===== src/rtl/uart_mem_pkg.sv =====
// uart_mem_pkg
// Shared definitions for the UART byte-stream to BRAM bridge: frame opcodes,
// default response bytes and the controller state encoding.
package uart_mem_pkg;

    localparam logic [7:0] OP_WRITE    = 8'h0F;
    localparam logic [7:0] OP_READ     = 8'hFF;
    localparam logic [7:0] ACK_DEFAULT = 8'hA5;
    localparam logic [7:0] NAK_DEFAULT = 8'hEE;

    typedef enum logic [3:0] {
        ST_IDLE,
        ST_ADDR,
        ST_LEN,
        ST_STRB,
        ST_WDATA,
        ST_ACK,
        ST_RFETCH,
        ST_RWAIT,
        ST_RSEND,
        ST_NAK
    } state_t;

endpackage


===== src/rtl/uart_mem_bridge_tx_byte_shifter.sv =====
// tx_byte_shifter
// Holds one BRAM word and presents it on a valid/ready byte link, byte 0
// (bits [7:0]) first.
//   clk, rst_n   : clock, asynchronous active-low reset
//   load         : capture load_word and start presenting it
//   load_word    : word to serialise
//   tx_ready     : downstream accepts the current byte this cycle
//   tx_valid     : a byte is being presented
//   tx_data      : current byte, stable until accepted
//   last_accept  : the final byte of the word is accepted this cycle
module tx_byte_shifter #(
    parameter int DATA_BYTES = 4
) (
    input  logic                    clk,
    input  logic                    rst_n,
    input  logic                    load,
    input  logic [8*DATA_BYTES-1:0] load_word,
    input  logic                    tx_ready,
    output logic                    tx_valid,
    output logic [7:0]              tx_data,
    output logic                    last_accept
);

    localparam int IDXW = $clog2(DATA_BYTES) + 1;

    logic [8*DATA_BYTES-1:0] word_q, word_d;
    logic [IDXW-1:0]         idx_q, idx_d;
    logic                    valid_q, valid_d;

    assign last_accept = valid_q && tx_ready && (idx_q == IDXW'(DATA_BYTES - 1));
    assign tx_valid    = valid_q;
    assign tx_data     = word_q[7:0];

    always_comb begin
        word_d  = word_q;
        idx_d   = idx_q;
        valid_d = valid_q;
        if (load) begin
            word_d  = load_word;
            idx_d   = '0;
            valid_d = 1'b1;
        end else if (valid_q && tx_ready) begin
            if (last_accept) begin
                valid_d = 1'b0;
            end else begin
                word_d = word_q >> 8;
                idx_d  = idx_q + 1'b1;
            end
        end
    end

    always_ff @(posedge clk or negedge rst_n) begin
        if (!rst_n) begin
            word_q  <= '0;
            idx_q   <= '0;
            valid_q <= 1'b0;
        end else begin
            word_q  <= word_d;
            idx_q   <= idx_d;
            valid_q <= valid_d;
        end
    end

endmodule


===== src/rtl/uart_mem_bridge.sv =====
// uart_mem_bridge
// Decodes write (0x0F) and read (0xFF) frames from a UART RX byte stream and
// drives a dual-port BRAM: port A for burst writes, port B for burst reads.
// Writes are acknowledged with ACK_BYTE, unknown opcodes answered with NAK_BYTE,
// and an idle gap of TIMEOUT_CYCLES during frame reception aborts the frame.
//   rx_valid/rx_data   : received byte strobe and value
//   tx_valid/tx_ready/tx_data : outgoing byte handshake
//   mem_addra/mem_wea/mem_dia : BRAM port A write
//   mem_addrb/mem_dob  : BRAM port B read
//   busy               : controller not idle
module uart_mem_bridge
    import uart_mem_pkg::*;
#(
    parameter int         ADDR_WIDTH     = 16,
    parameter int         DATA_BYTES     = 4,
    parameter int         RD_LATENCY     = 1,
    parameter int         TIMEOUT_CYCLES = 100000,
    parameter logic [7:0] ACK_BYTE       = ACK_DEFAULT,
    parameter logic [7:0] NAK_BYTE       = NAK_DEFAULT
) (
    input  logic                    clk,
    input  logic                    rst_n,
    input  logic                    rx_valid,
    input  logic [7:0]              rx_data,
    input  logic                    tx_ready,
    output logic                    tx_valid,
    output logic [7:0]              tx_data,
    output logic [ADDR_WIDTH-1:0]   mem_addra,
    output logic [DATA_BYTES-1:0]   mem_wea,
    output logic [8*DATA_BYTES-1:0] mem_dia,
    output logic [ADDR_WIDTH-1:0]   mem_addrb,
    input  logic [8*DATA_BYTES-1:0] mem_dob,
    output logic                    busy
);

    localparam int AB   = (ADDR_WIDTH + 7) / 8;
    localparam int IDXW = $clog2(DATA_BYTES) + 1;
    localparam bit TO_EN = (TIMEOUT_CYCLES != 0);
    localparam logic [ADDR_WIDTH-1:0] ALIGN_MASK = ~(ADDR_WIDTH'(DATA_BYTES - 1));
    localparam logic [ADDR_WIDTH-1:0] WORD_STEP  = ADDR_WIDTH'(DATA_BYTES);

    state_t                  state_q, state_d;
    logic                    is_read_q, is_read_d;
    logic [3:0]              abyte_q, abyte_d;
    logic [8*AB-1:0]         addr_sh_q, addr_sh_d;
    logic [ADDR_WIDTH-1:0]   addr_q, addr_d;
    logic [7:0]              len_q, len_d;
    logic [DATA_BYTES-1:0]   strb_q, strb_d;
    logic [7:0]              wcnt_q, wcnt_d;
    logic [IDXW-1:0]         bidx_q, bidx_d;
    logic [8*DATA_BYTES-1:0] wbuf_q, wbuf_d;
    logic [2:0]              lat_q, lat_d;
    logic [31:0]             to_cnt_q, to_cnt_d;
    logic                    ctrl_valid_q, ctrl_valid_d;
    logic [7:0]              ctrl_data_q, ctrl_data_d;
    logic [ADDR_WIDTH-1:0]   mem_addra_q, mem_addra_d;
    logic [DATA_BYTES-1:0]   mem_wea_q, mem_wea_d;
    logic [8*DATA_BYTES-1:0] mem_dia_q, mem_dia_d;
    logic [ADDR_WIDTH-1:0]   mem_addrb_q, mem_addrb_d;

    logic       rx_state;
    logic       sh_load, sh_valid, sh_last;
    logic [7:0] sh_data;

    tx_byte_shifter #(.DATA_BYTES(DATA_BYTES)) u_shifter (
        .clk        (clk),
        .rst_n      (rst_n),
        .load       (sh_load),
        .load_word  (mem_dob),
        .tx_ready   (tx_ready),
        .tx_valid   (sh_valid),
        .tx_data    (sh_data),
        .last_accept(sh_last)
    );

    // ACK/NAK and read data never overlap, so a simple OR/priority mux suffices.
    assign tx_valid  = ctrl_valid_q | sh_valid;
    assign tx_data   = sh_valid ? sh_data : ctrl_data_q;
    assign mem_addra = mem_addra_q;
    assign mem_wea   = mem_wea_q;
    assign mem_dia   = mem_dia_q;
    assign mem_addrb = mem_addrb_q;
    assign busy      = (state_q != ST_IDLE);

    always_comb begin
        state_d      = state_q;
        is_read_d    = is_read_q;
        abyte_d      = abyte_q;
        addr_sh_d    = addr_sh_q;
        addr_d       = addr_q;
        len_d        = len_q;
        strb_d       = strb_q;
        wcnt_d       = wcnt_q;
        bidx_d       = bidx_q;
        wbuf_d       = wbuf_q;
        lat_d        = lat_q;
        ctrl_valid_d = ctrl_valid_q;
        ctrl_data_d  = ctrl_data_q;
        mem_addra_d  = mem_addra_q;
        mem_wea_d    = '0;
        mem_dia_d    = mem_dia_q;
        mem_addrb_d  = mem_addrb_q;
        sh_load      = 1'b0;

        rx_state = (state_q inside {ST_ADDR, ST_LEN, ST_STRB, ST_WDATA});
        // Idle-gap counter only runs while a frame is being received.
        if (rx_state && !rx_valid) to_cnt_d = to_cnt_q + 32'd1;
        else                       to_cnt_d = '0;

        case (state_q)
            ST_IDLE: if (rx_valid) begin
                abyte_d   = '0;
                addr_sh_d = '0;
                wcnt_d    = '0;
                bidx_d    = '0;
                if (rx_data == OP_WRITE || rx_data == OP_READ) begin
                    is_read_d = (rx_data == OP_READ);
                    state_d   = ST_ADDR;
                end else begin
                    ctrl_valid_d = 1'b1;
                    ctrl_data_d  = NAK_BYTE;
                    state_d      = ST_NAK;
                end
            end
            ST_ADDR: if (rx_valid) begin
                addr_sh_d[8*abyte_q +: 8] = rx_data;
                abyte_d = abyte_q + 4'd1;
                if (abyte_q == 4'(AB - 1)) begin
                    addr_d  = addr_sh_d[ADDR_WIDTH-1:0] & ALIGN_MASK;
                    state_d = ST_LEN;
                end
            end
            ST_LEN: if (rx_valid) begin
                len_d = rx_data;
                if (is_read_q) begin
                    mem_addrb_d = addr_q;
                    state_d     = ST_RFETCH;
                end else begin
                    state_d = ST_STRB;
                end
            end
            ST_STRB: if (rx_valid) begin
                strb_d  = rx_data[DATA_BYTES-1:0];
                state_d = ST_WDATA;
            end
            ST_WDATA: if (rx_valid) begin
                wbuf_d[8*bidx_q +: 8] = rx_data;
                bidx_d = bidx_q + 1'b1;
                if (bidx_q == IDXW'(DATA_BYTES - 1)) begin
                    // Word complete: commit on the registered port-A outputs.
                    bidx_d      = '0;
                    mem_wea_d   = strb_q;
                    mem_addra_d = addr_q;
                    mem_dia_d   = wbuf_d;
                    addr_d      = addr_q + WORD_STEP;
                    if (wcnt_q == len_q) begin
                        ctrl_valid_d = 1'b1;
                        ctrl_data_d  = ACK_BYTE;
                        state_d      = ST_ACK;
                    end else begin
                        wcnt_d = wcnt_q + 8'd1;
                    end
                end
            end
            ST_ACK, ST_NAK: if (ctrl_valid_q && tx_ready) begin
                ctrl_valid_d = 1'b0;
                state_d      = ST_IDLE;
            end
            ST_RFETCH: begin
                lat_d   = '0;
                state_d = ST_RWAIT;
            end
            ST_RWAIT: begin
                if (lat_q == 3'(RD_LATENCY - 1)) begin
                    sh_load = 1'b1;
                    state_d = ST_RSEND;
                end else begin
                    lat_d = lat_q + 3'd1;
                end
            end
            ST_RSEND: if (sh_last) begin
                if (wcnt_q == len_q) begin
                    state_d = ST_IDLE;
                end else begin
                    wcnt_d      = wcnt_q + 8'd1;
                    addr_d      = addr_q + WORD_STEP;
                    mem_addrb_d = addr_q + WORD_STEP;
                    state_d     = ST_RFETCH;
                end
            end
            default: state_d = ST_IDLE;
        endcase

        // Abort an incomplete frame; already-committed words stay written.
        if (TO_EN && rx_state && !rx_valid && to_cnt_q == 32'(TIMEOUT_CYCLES - 1)) begin
            state_d = ST_IDLE;
        end
    end

    always_ff @(posedge clk or negedge rst_n) begin
        if (!rst_n) begin
            state_q      <= ST_IDLE;
            is_read_q    <= 1'b0;
            abyte_q      <= '0;
            addr_sh_q    <= '0;
            addr_q       <= '0;
            len_q        <= '0;
            strb_q       <= '0;
            wcnt_q       <= '0;
            bidx_q       <= '0;
            wbuf_q       <= '0;
            lat_q        <= '0;
            to_cnt_q     <= '0;
            ctrl_valid_q <= 1'b0;
            ctrl_data_q  <= '0;
            mem_addra_q  <= '0;
            mem_wea_q    <= '0;
            mem_dia_q    <= '0;
            mem_addrb_q  <= '0;
        end else begin
            state_q      <= state_d;
            is_read_q    <= is_read_d;
            abyte_q      <= abyte_d;
            addr_sh_q    <= addr_sh_d;
            addr_q       <= addr_d;
            len_q        <= len_d;
            strb_q       <= strb_d;
            wcnt_q       <= wcnt_d;
            bidx_q       <= bidx_d;
            wbuf_q       <= wbuf_d;
            lat_q        <= lat_d;
            to_cnt_q     <= to_cnt_d;
            ctrl_valid_q <= ctrl_valid_d;
            ctrl_data_q  <= ctrl_data_d;
            mem_addra_q  <= mem_addra_d;
            mem_wea_q    <= mem_wea_d;
            mem_dia_q    <= mem_dia_d;
            mem_addrb_q  <= mem_addrb_d;
        end
    end

endmodule

===== config.mk =====
export PLATFORM = sky130hd
export DESIGN_NAME = uart_mem_bridge
export DESIGN_NICKNAME = d
export VERILOG_FILES = /design/src/rtl/uart_mem_pkg.sv /design/src/rtl/uart_mem_bridge_tx_byte_shifter.sv /design/src/rtl/uart_mem_bridge.sv
export SDC_FILE = /design/constraint.sdc
export NUM_CORES = 1
export LEC_CHECK = 0
export ABC_AREA = 1
export CORE_AREA = 3 3 151 153
export DETAILED_ROUTE_END_ITERATION = 7
export DIE_AREA = 0 0 154 156
export PLACE_DENSITY = 0.77
export SYNTH_ARGS = -nofsm -noshare
export SYNTH_HDL_FRONTEND = slang
export SYNTH_SLANG_ARGS = --single-unit

===== constraint.sdc =====
create_clock -name clk -period 2.6 [get_ports clk]
set_input_delay 0.52 -clock clk [delete_from_list [all_inputs] [get_ports clk]]
set_output_delay 0.52 -clock clk [all_outputs]
set_load 0.01 [all_outputs]

# After elaboration in Yosys (flattened, before gate mapping)
# Index checks and enable logic that the tools add are counted.
[totals] reg_bits=244 in_bits=44 out_inout_bits=78 elab_cells=188
[classes] addsub=9 eq_ne=41 n_shift=4 muxes=75 bitwise=1 n_reduce_logical=37
[ops] op="16-bit two-way mux" n=10
[ops] op="32-bit two-way mux" n=4
[ops] op="8-bit two-way mux" n=11
[ops] op="4-bit two-way mux" n=18
[ops] op="16-bit case mux with 2 select lines" n=2
[ops] op="16-bit case mux with 3 select lines" n=1
[ops] op="4-bit case mux with 9 select lines" n=1
[ops] op="6-bit negation with 34-bit output" n=1
[ops] op="7-bit negation with 34-bit output" n=1
[ops] op="8-bit by 34-bit variable shift with 16-bit output (first input constant)" n=1
[ops] op="8-bit by 34-bit variable shift with 32-bit output (first input constant)" n=1
[ops] op="8-bit by 34-bit indexed part select with 16-bit output" n=1
[ops] op="8-bit by 34-bit indexed part select with 32-bit output" n=1
[ops] op="32-bit by 1-bit adder with 32-bit output (second input constant)" n=1
[ops] op="32-bit bitwise mux" n=1
[ops] op="32-bit by 17-bit == test with 1-bit output (second input constant)" n=1
[ops] op="3-bit two-way mux" n=9
[ops] op="8-bit case mux with 3 select lines" n=1
[ops] op="2-bit != test (second input constant)" n=11
[ops] op="16-bit by 3-bit adder with 16-bit output (second input constant)" n=1
[ops] op="16-bit bitwise mux" n=1
[ops] op="4-bit by 3-bit == test with 1-bit output (second input constant)" n=4
[ops] op="8-bit case mux with 2 select lines" n=1
[ops] op="7-bit AND reduction" n=2
[ops] op="other kinds (33)" n=81

# Depth between registers and ports, before layout
# Gate-level depths: netlist of the first run.
[depth] depth_word=6 depth_mapped=13 depth_no_buf=12

# Modules after synthesis
# From an unflattened synthesis of the first run, not the netlist that was laid out.
[hier_totals] cells_unflattened=1643 hier_area_um2=12174.2
[by_module_without_submodules] mod="uart_mem_bridge" instances=1 cells_per_inst=1392 area_per_inst_um2=10303.6 seq_area_each_um2=4879.7
[by_module_without_submodules] mod="tx_byte_shifter" instances=1 cells_per_inst=251 area_per_inst_um2=1870.5 seq_area_each_um2=900.9

# Least setup slack after synthesis of the first run
# OpenSTA, ideal clock, no wires.
[synth_path] kind="reg-to-reg" start="register bidx_q[0]" end="register wbuf_q[23]" arrival_ns=2.046 required_time_ns=2.466 setup_slack_ns=0.420 path_stages_with_launch=13 synth_period_minus_slack_ns=2.180 cell_sequence="dfrtp_1 > inv_1 > clkbuf_1 > ha_1 > ha_1 > inv_1 > nor2_1 > nand3_1 > nor2_1 > clkbuf_1 > o21ai_0 > o21ai_0 > o21ai_0"
[synth_via] elab_chain_len=3 word_cells_on_any_way=4
[synth_lines] element="from (decl)" line="uart_mem_bridge.sv:50" rtl="logic [IDXW-1:0] bidx_q, bidx_d;"
[synth_lines] element="from (signal assigned)" line="uart_mem_bridge.sv:229" rtl="bidx_q <= bidx_d;"
[synth_lines] element="6-bit negation with 34-bit output (*)" line="uart_mem_bridge.sv:147" rtl="wbuf_d[8*bidx_q +: 8] = rx_data;"
[synth_lines] element="8-bit by 34-bit indexed part select with 32-bit output or 8-bit by 34-bit variable shift with 32-bit output (tied branches)" line="uart_mem_bridge.sv:147"
[synth_lines] element="32-bit bitwise mux (*)" line="uart_mem_bridge.sv:147"
[synth_lines] element="to (signal assigned)" line="uart_mem_bridge.sv:230" rtl="wbuf_q <= wbuf_d;"
[synth_lines] element="to (decl)" line="uart_mem_bridge.sv:51" rtl="logic [8*DATA_BYTES-1:0] wbuf_q, wbuf_d;"
# Every way passes the cells marked *; elsewhere a longest branch is shown, timed or not.
# A chain may end at the register's enable or synchronous reset.

# Worst setup path in the final report of the first run
[layout_path] start="register state_q[2]" end="output port busy"
[layout_via] elab_chain_len=1
[layout_lines] element="from (decl)" line="uart_mem_bridge.sv:42" rtl="state_t state_q, state_d;"
[layout_lines] element="from (signal assigned)" line="uart_mem_bridge.sv:221" rtl="state_q <= state_d;"
[layout_lines] element="4-bit nonzero test" line="uart_mem_bridge.sv:83" rtl="assign busy = (state_q != ST_IDLE);"
[layout_lines] element="to (decl)" line="uart_mem_bridge.sv:33" rtl="output logic busy"
# No other way between the ends.

==> metrics.txt, run 1 <==
die area=about 24,000 um^2; Netlist cell types=40; sequential cell area=between 5000 and 6000 um^2; initial antenna violation count=0; die height=about 160 um; CTS buffer count=25; Max clock buf depth=3; total negative slack=0 ns; P_sw=0.00508 W; Routed Antenna Nets=0; Critical Path RT=about 2.1 ns; clock power share=0.254; Slew @ Worst Pin=0.621 ns; # diodes=0; I/O Buffers=~120; Hold Path Class=primary input to async pin; maxcap violations=0; reg2reg end=addr_q[5]; clk slew on worst S/H paths=around 0.06 ns; FF+latch count, synth=231; DRT Wirelength=29.0 mm; first-pass GRT wire length=~50 mm; Syn-to-layout area delta=20.0%; VDD IR max=approximately 560 uV; vias per cell=approximately 5.3; CTS tree=yes; fin area=approximately 14,000 um^2; Reg2Reg Depth=11; kind of critical path=register to primary output; Synth Area in Adders=0.0148; total grt overflow=0; WHS=0.425 ns; layout cells sized above 1=0.0706; Mapped Cells=1,557; post-synthesis mux area share=0.000844; fin crit share=0.947; Area after DPL=roughly 13,000 um^2; Synth Area in XOR/XNOR=0.0207; Mean Syn Cell Area=between 7 and 8 um^2; Clock Skew=approximately 0.014 ns; Multi-input gate area=approximately 5200 um^2; Sw Share=0.382; Compound-Gate Fraction of Synth Area=0.115; first drt pass iteration count=5; Pwr Density=between 900 and 1000 nW/um^2; vias in the first global route=between 10,000 and 15,000; Seq/Total Area, Yosys=0.487; Worst R2R Setup Slack=~0.44 ns; Placer Congestion=a little over 0.9; crit path launch type=register; DR iter-0 viols=roughly 770; core area=between 20,000 and 25,000 um^2; Ys Warns=0; Synth Area in Simple Gates=0.289; FMAX=~0.4 GHz; Clk Latency, worst-skew pair=0.52 ns; # IOs=around 120; fillcell total=1,878; reg-to-reg startpoint=abyte_q[2]; clk sink count=roughly 230; Row Count=between 50 and 60; fin. max-slew vios=0; die width=154 um; routed len/inst=between 10 and 15 um; RSZ-0062 raised after global routing=false; Cell Area, Synth=11,900 um^2; largest net degree at the start of global routing=86; CP arrival=between 1.5 and 2 ns; status=completed; hpwl dp=approximately 21 mm; Tmin final=~2.5 ns; vias post-DR=around 11,000; Final Hold Fails=0; # DRC=0; Initial Util=0.547; Slew headroom=0.583; maximum fanout along the worst path=5; commonest non-fill, non-tap cell in the layout=nand2_1; most frequent cells in the layout=484 x nand2_1, 231 x dfrtp_1, 144 x o21ai_0; htree depth=1; Combinational Power Share=0.377; NumNets Final=1,743; root buffer cell=clkbuf_16; largest family of logic cells by synthesized area=simple AND/OR/NAND/NOR gates; Worst Setup End Kind=primary output; Pleak=~6.6 nW; Overall Global Routing Usage=0.240; register share of total power=0.369; Int Pwr=0.00821 W; final setup fails=0
layout make-up:
class,instances,share of cell area
clock buffer,35,0.0501
clock inverter,6,0.00431
inverter,154,0.0406
multi-input combinational,1117,0.368
sequential,231,0.406
tap,280,0.0246
timing repair buffer,156,0.107
cells in the mapped netlist, drive strengths merged:
| master | n | share of area |
|---|---|---|
| a211oi | 2 | 0.0013 |
| a21oi | 26 | 0.011 |
| a31oi | 18 | 0.0095 |
| buf | 32 | 0.016 |
| clkbuf | 26 | 0.0082 |
| clkinv | 2 | 0.00063 |
| conb | 1 | 0.00032 |
| dfrtp | 231 | 0.49 |
| ha | 14 | 0.015 |
| inv | 152 | 0.048 |
| mux2i | 1 | 0.00084 |
| nand2 | 490 | 0.16 |
| nand3 | 108 | 0.046 |
| nand3b | 1 | 0.00063 |
| nand4 | 24 | 0.013 |
| nor2 | 148 | 0.051 |
| nor3 | 35 | 0.016 |
| nor3b | 2 | 0.0013 |
| nor4 | 2 | 0.0016 |
| o211ai | 8 | 0.0051 |
| o21ai | 183 | 0.079 |
| o21bai | 1 | 0.00063 |
| o22ai | 15 | 0.0079 |
| o31ai | 1 | 0.00063 |
| or2 | 6 | 0.0032 |
| xnor2 | 4 | 0.0030 |
| xor2 | 24 | 0.018 |
what timing repair did:
item / CTS / global route
endpoints found under the setup margin: 1 / 1
setup buffers: 0 / 1
hold buffers: 1 / 0
hold endpoints to repair: 18 / 0
pin swaps: 0 / 1
resized for setup: 1 / 0
metal layers:
metal / GRT usage / share of wire / vias to the layer above / wire, um
met5: 0 / 0 / - / 0
met3: 0.0338 / 0.053 / 49 / 1550
met4: 0.0728 / 0.028 / 0 / 822
met2: 0.403 / 0.47 / 297 / 13600
met1: 0.327 / 0.45 / 4948 / 13000
li1: - / - / 5288 / -
flip-flops by register name, indices dropped and copies added, names as in the netlist, 8 cells and up:
signal            flops
mem_addra            14
mem_addrb            14
wbuf_q               32
mem_dia              32
len_q                 8
wcnt_q                8
u_shifter.word_q     32
addr_sh_q            14
addr_q               14
to_cnt_q             32
how the worst max path moves through the flow:
stage	startpoint	to	slack, ns	cells past startpoint
final	state_q[2]	busy	0.14	5
after global routing	u_shifter.tx_valid	tx_data[5]	0.05	4
after CTS	state_q[1]	busy	0.02	5
after detailed placement	rx_valid	state_q[1]	0.28	8
after global placement	rx_valid	state_q[0]	0.31	8
after floorplan	bidx_q[0]	wbuf_q[23]	0.42	12
critical path, stage by stage (launching register included):
cell and delay, ns:
dfrtp_1 0.45, inv_2 0.16, nand2_1 0.09, nor2_1 0.14
inv_1 0.11, clkdlybuf4s50_1 0.49
power by group through the flow:
stage	clock (W)	sequential (W)	combinational [W]
after floorplan	0	0.00490	0.00334
after global placement	0	0.00493	0.00484
after detailed placement	0	0.00495	0.00495
after CTS	0.00345	0.00490	0.00499
after global routing	0.00361	0.00501	0.00565
final	0.00338	0.00491	0.00500
kinds of logic after synthesis:
family | Yosys count
XOR/XNOR | 28
multiplexers | 1
other | 1
flip-flops | 231
AND/OR/NAND/NOR | 816
AO/OA/AOI/OAI | 254
adder cells (fa/ha/maj) | 14
buffers and inverters | 212
per-stage QoR:
stage | total power [W] | util | instances | worst slack, ns
after global placement | 0.00977 | 0.620 | 1936 | 0.314
after floorplan | 0.00824 | - | 1560 | 0.420
after CTS | 0.0133 | 0.656 | 1978 | 0.0184
after detailed placement | 0.00990 | 0.620 | 1936 | 0.281
after global routing | 0.0143 | 0.657 | 1979 | 0.0478
final | 0.0133 | 0.657 | 1979 | 0.137
No activity file was read; power rests on OpenSTA's default activity.
==> inputs of run 2 (changes only) <==
--- a/config.mk
+++ b/config.mk
@@ -5,11 +5,11 @@
 export SDC_FILE = /design/constraint.sdc
 export NUM_CORES = 1
 export LEC_CHECK = 0
-export ABC_AREA = 1
-export CORE_AREA = 3 3 151 153
+export CORE_AREA = 2 2 146 148
 export DETAILED_ROUTE_END_ITERATION = 7
-export DIE_AREA = 0 0 154 156
+export DIE_AREA = 0 0 148 150
 export PLACE_DENSITY = 0.77
+export RECOVER_POWER = 50
 export SYNTH_ARGS = -nofsm -noshare
 export SYNTH_HDL_FRONTEND = slang
 export SYNTH_SLANG_ARGS = --single-unit
==> metrics.txt, run 2 <==
status=completed; Clk Latency, worst-skew pair=0.53 ns; first-pass GRT wire length=approximately 42 mm; final core utilization=0.652; Worst Path Buf+Inv=3; Placer Congestion=~0.90; Slew @ Worst Pin=approximately 1.4 ns; dpl ws=-0.0170 ns; CTS buffer count=24; Seq/Total Area, Yosys=0.518; Row Count=53; routed len/inst=roughly 16 um; layout cells sized above 1=0.109; core area=slightly above 20,000 um^2; first drt pass iteration count=5; FMAX=0.404 GHz; Critical Path RT=2.08 ns; vias post-DR=approximately 8,600; Netlist cell types=62; total negative slack=0 ns; Synth Flop Type=dfrtp_1; NumNets Final=~1,300; CTS tree=yes; DRT Wirelength=between 20 and 25 mm; clk sink count=approximately 230; maximum fanout along the worst path=7; root buffer cell=clkbuf_16; VDD IR max=between 600 and 700 uV; RSZ-0062 raised after global routing=false; vias in the first global route=roughly 8,300; Synth top area share=0.518; vias per cell=between 5 and 6; commonest non-fill, non-tap cell in the layout=dfrtp_1; maxcap violations=0; CP max stage delay=between 0.4 and 0.5 ns; Initial Util=0.539; Overall Global Routing Usage=0.228; Mapped Cells=1,130; fin. max-slew vios=0; kind of critical path=register to primary output; fin crit share=0.953; WHS=between 0.4 and 0.5 ns; initial antenna violation count=0; Pleak=between 6 and 7 nW; area leader, netlist=dfrtp_1; I/O Buffers=around 120; die area=around 22,000 um^2; DR iter-0 viols=approximately 560; Worst R2R Setup Slack=approximately 0.19 ns; # IOs=between 100 and 150; # diodes=0; Worst Setup End Kind=primary output; worst-path cell with the longest stage delay=clkdlybuf4s50_1; Area after DPL=roughly 13,000 um^2; fin area=between 10,000 and 15,000 um^2; htree depth=1; Max clock buf depth=3; most frequent cells in the layout=230 x dfrtp_1, 204 x nand2_1, 116 x clkdlybuf4s50_1; Syn-to-layout area delta=20.9%; Mean Syn Cell Area=9.87 um^2; largest net degree at the start of global routing=72; hpwl dp=17.0 mm; number of enable flip-flop cells after synthesis=0; Ys Warns=0; die width=148 um; family with the most delay on the worst path=buffers and inverters; Final Hold Fails=0; Slew headroom=0.0422; Hold Path Class=primary input to async pin; Clock Skew=roughly 0.019 ns; count leader, synth=dfrtp_1; main area contributors after synthesis=dfrtp_1 52%, nand2_1 6.9%, mux2i_1 5.9%; Pwr Density=~980 nW/um^2; share of flip-flops with an asynchronous set or reset=1.00; Tmin final=around 2.5 ns; Final WS setup=between 0.1 and 0.15 ns; CP arrival=1.96 ns; Routed Antenna Nets=0; crit path launch type=register; FF+latch count, synth=between 200 and 250; Cell Area, Synth=about 11,000 um^2; die height=150 um; Post-CTS Setup Inserts=0; synth cell count leaders=231 x dfrtp_1, 204 x nand2_1, 96 x nor2_1; fillcell total=between 1,500 and 2,000; clk slew on worst S/H paths=0.06 ns; # DRC=0; total grt overflow=0; final setup fails=0; CP cell instances=inv_4, nand2_1, nor2_2, inv_1, clkdlybuf4s50_1
[run 2: layout make-up]
type                            count  area [um^2]  share of cell area
Clock inverter                      6         68.8             0.00510
Sequential cell                   231         5780               0.429
Inverter                           26          100             0.00742
Multi-Input combinational cell    813         4990               0.370
Tap cell                          275          344              0.0255
Timing Repair Buffer              164         1530               0.113
Clock buffer                       36          676              0.0501
[run 2: cells by family (layout without fill, tap and decap cells)]
kind of cell / Yosys count / after routing / share of synthesized area
AO/OA/AOI/OAI: 194 / 194 / 0.102
XOR/XNOR: 49 / 49 / 0.0385
adder cells (fa/ha/maj): 14 / 14 / 0.0157
buffers and inverters: 89 / 232 / 0.0359
flip-flops: 231 / 231 / 0.518
multiplexers: 116 / 116 / 0.110
other: 1 / 4 / 0.000336
AND/OR/NAND/NOR: 436 / 436 / 0.180
[run 2: path summary, 6_finish.rpt]
kind | from | end | cells after the start
max | state_q[2] | busy | 5
min | rst_n | addr_q[12] | 2
max reg2reg | bidx_q[0] | wbuf_q[22] | 8
min reg2reg | strb_q[2] | mem_wea[2] | 1
max in group asynchronous | rst_n | mem_wea[0] | 3
min in group clk | strb_q[2] | mem_wea[2] | 1
[run 2: through the flow]
step | power (W) | cells
6_report | 0.0132 | 1551
5_1_grt | 0.0140 | 1551
4_1_cts | 0.0133 | 1551
3_5_place_dp | 0.00997 | 1508
3_3_place_gp | 0.00979 | 1508
2_1_floorplan | 0.00836 | 1133
[run 2: power breakdown]
group	internal (W)	switching (W)	total, W	leakage (nW)
Sequential	0.00451	0.000711	0.00522	3.12
Clock	0.00189	0.00138	0.00327	0.361
Combinational	0.00220	0.00249	0.00469	2.71
[run 2: repair_timing]
| item | 4_1_cts | 5_1_grt |
|---|---|---|
| setup endpoints to repair | 1 | 6 |
| cloned | 0 | 0 |
| gates resized for setup | 1 | 2 |
| hold buffers | 1 | 0 |
| hold endpoints to repair | 32 | 0 |
| pin swaps | 0 | 0 |
[run 2: layer usage]
metal | vias up | GRT usage | share of wire
li1 | 4150 | - | -
met1 | 4151 | 0.323 | 0.45
met2 | 255 | 0.372 | 0.47
met3 | 44 | 0.0354 | 0.058
met4 | 0 | 0.0524 | 0.022
met5 | - | 0 | 0
==> inputs of run 3 (changes only) <==
--- a/config.mk
+++ b/config.mk
@@ -5,6 +5,7 @@
 export SDC_FILE = /design/constraint.sdc
 export NUM_CORES = 1
 export LEC_CHECK = 0
+export CAP_MARGIN = 20
 export CORE_AREA = 2 2 146 148
 export DETAILED_ROUTE_END_ITERATION = 7
 export DIE_AREA = 0 0 148 150
==> results of run 3 <==
Same layout as run 2: the final DEF is identical, and so are final timing and power.
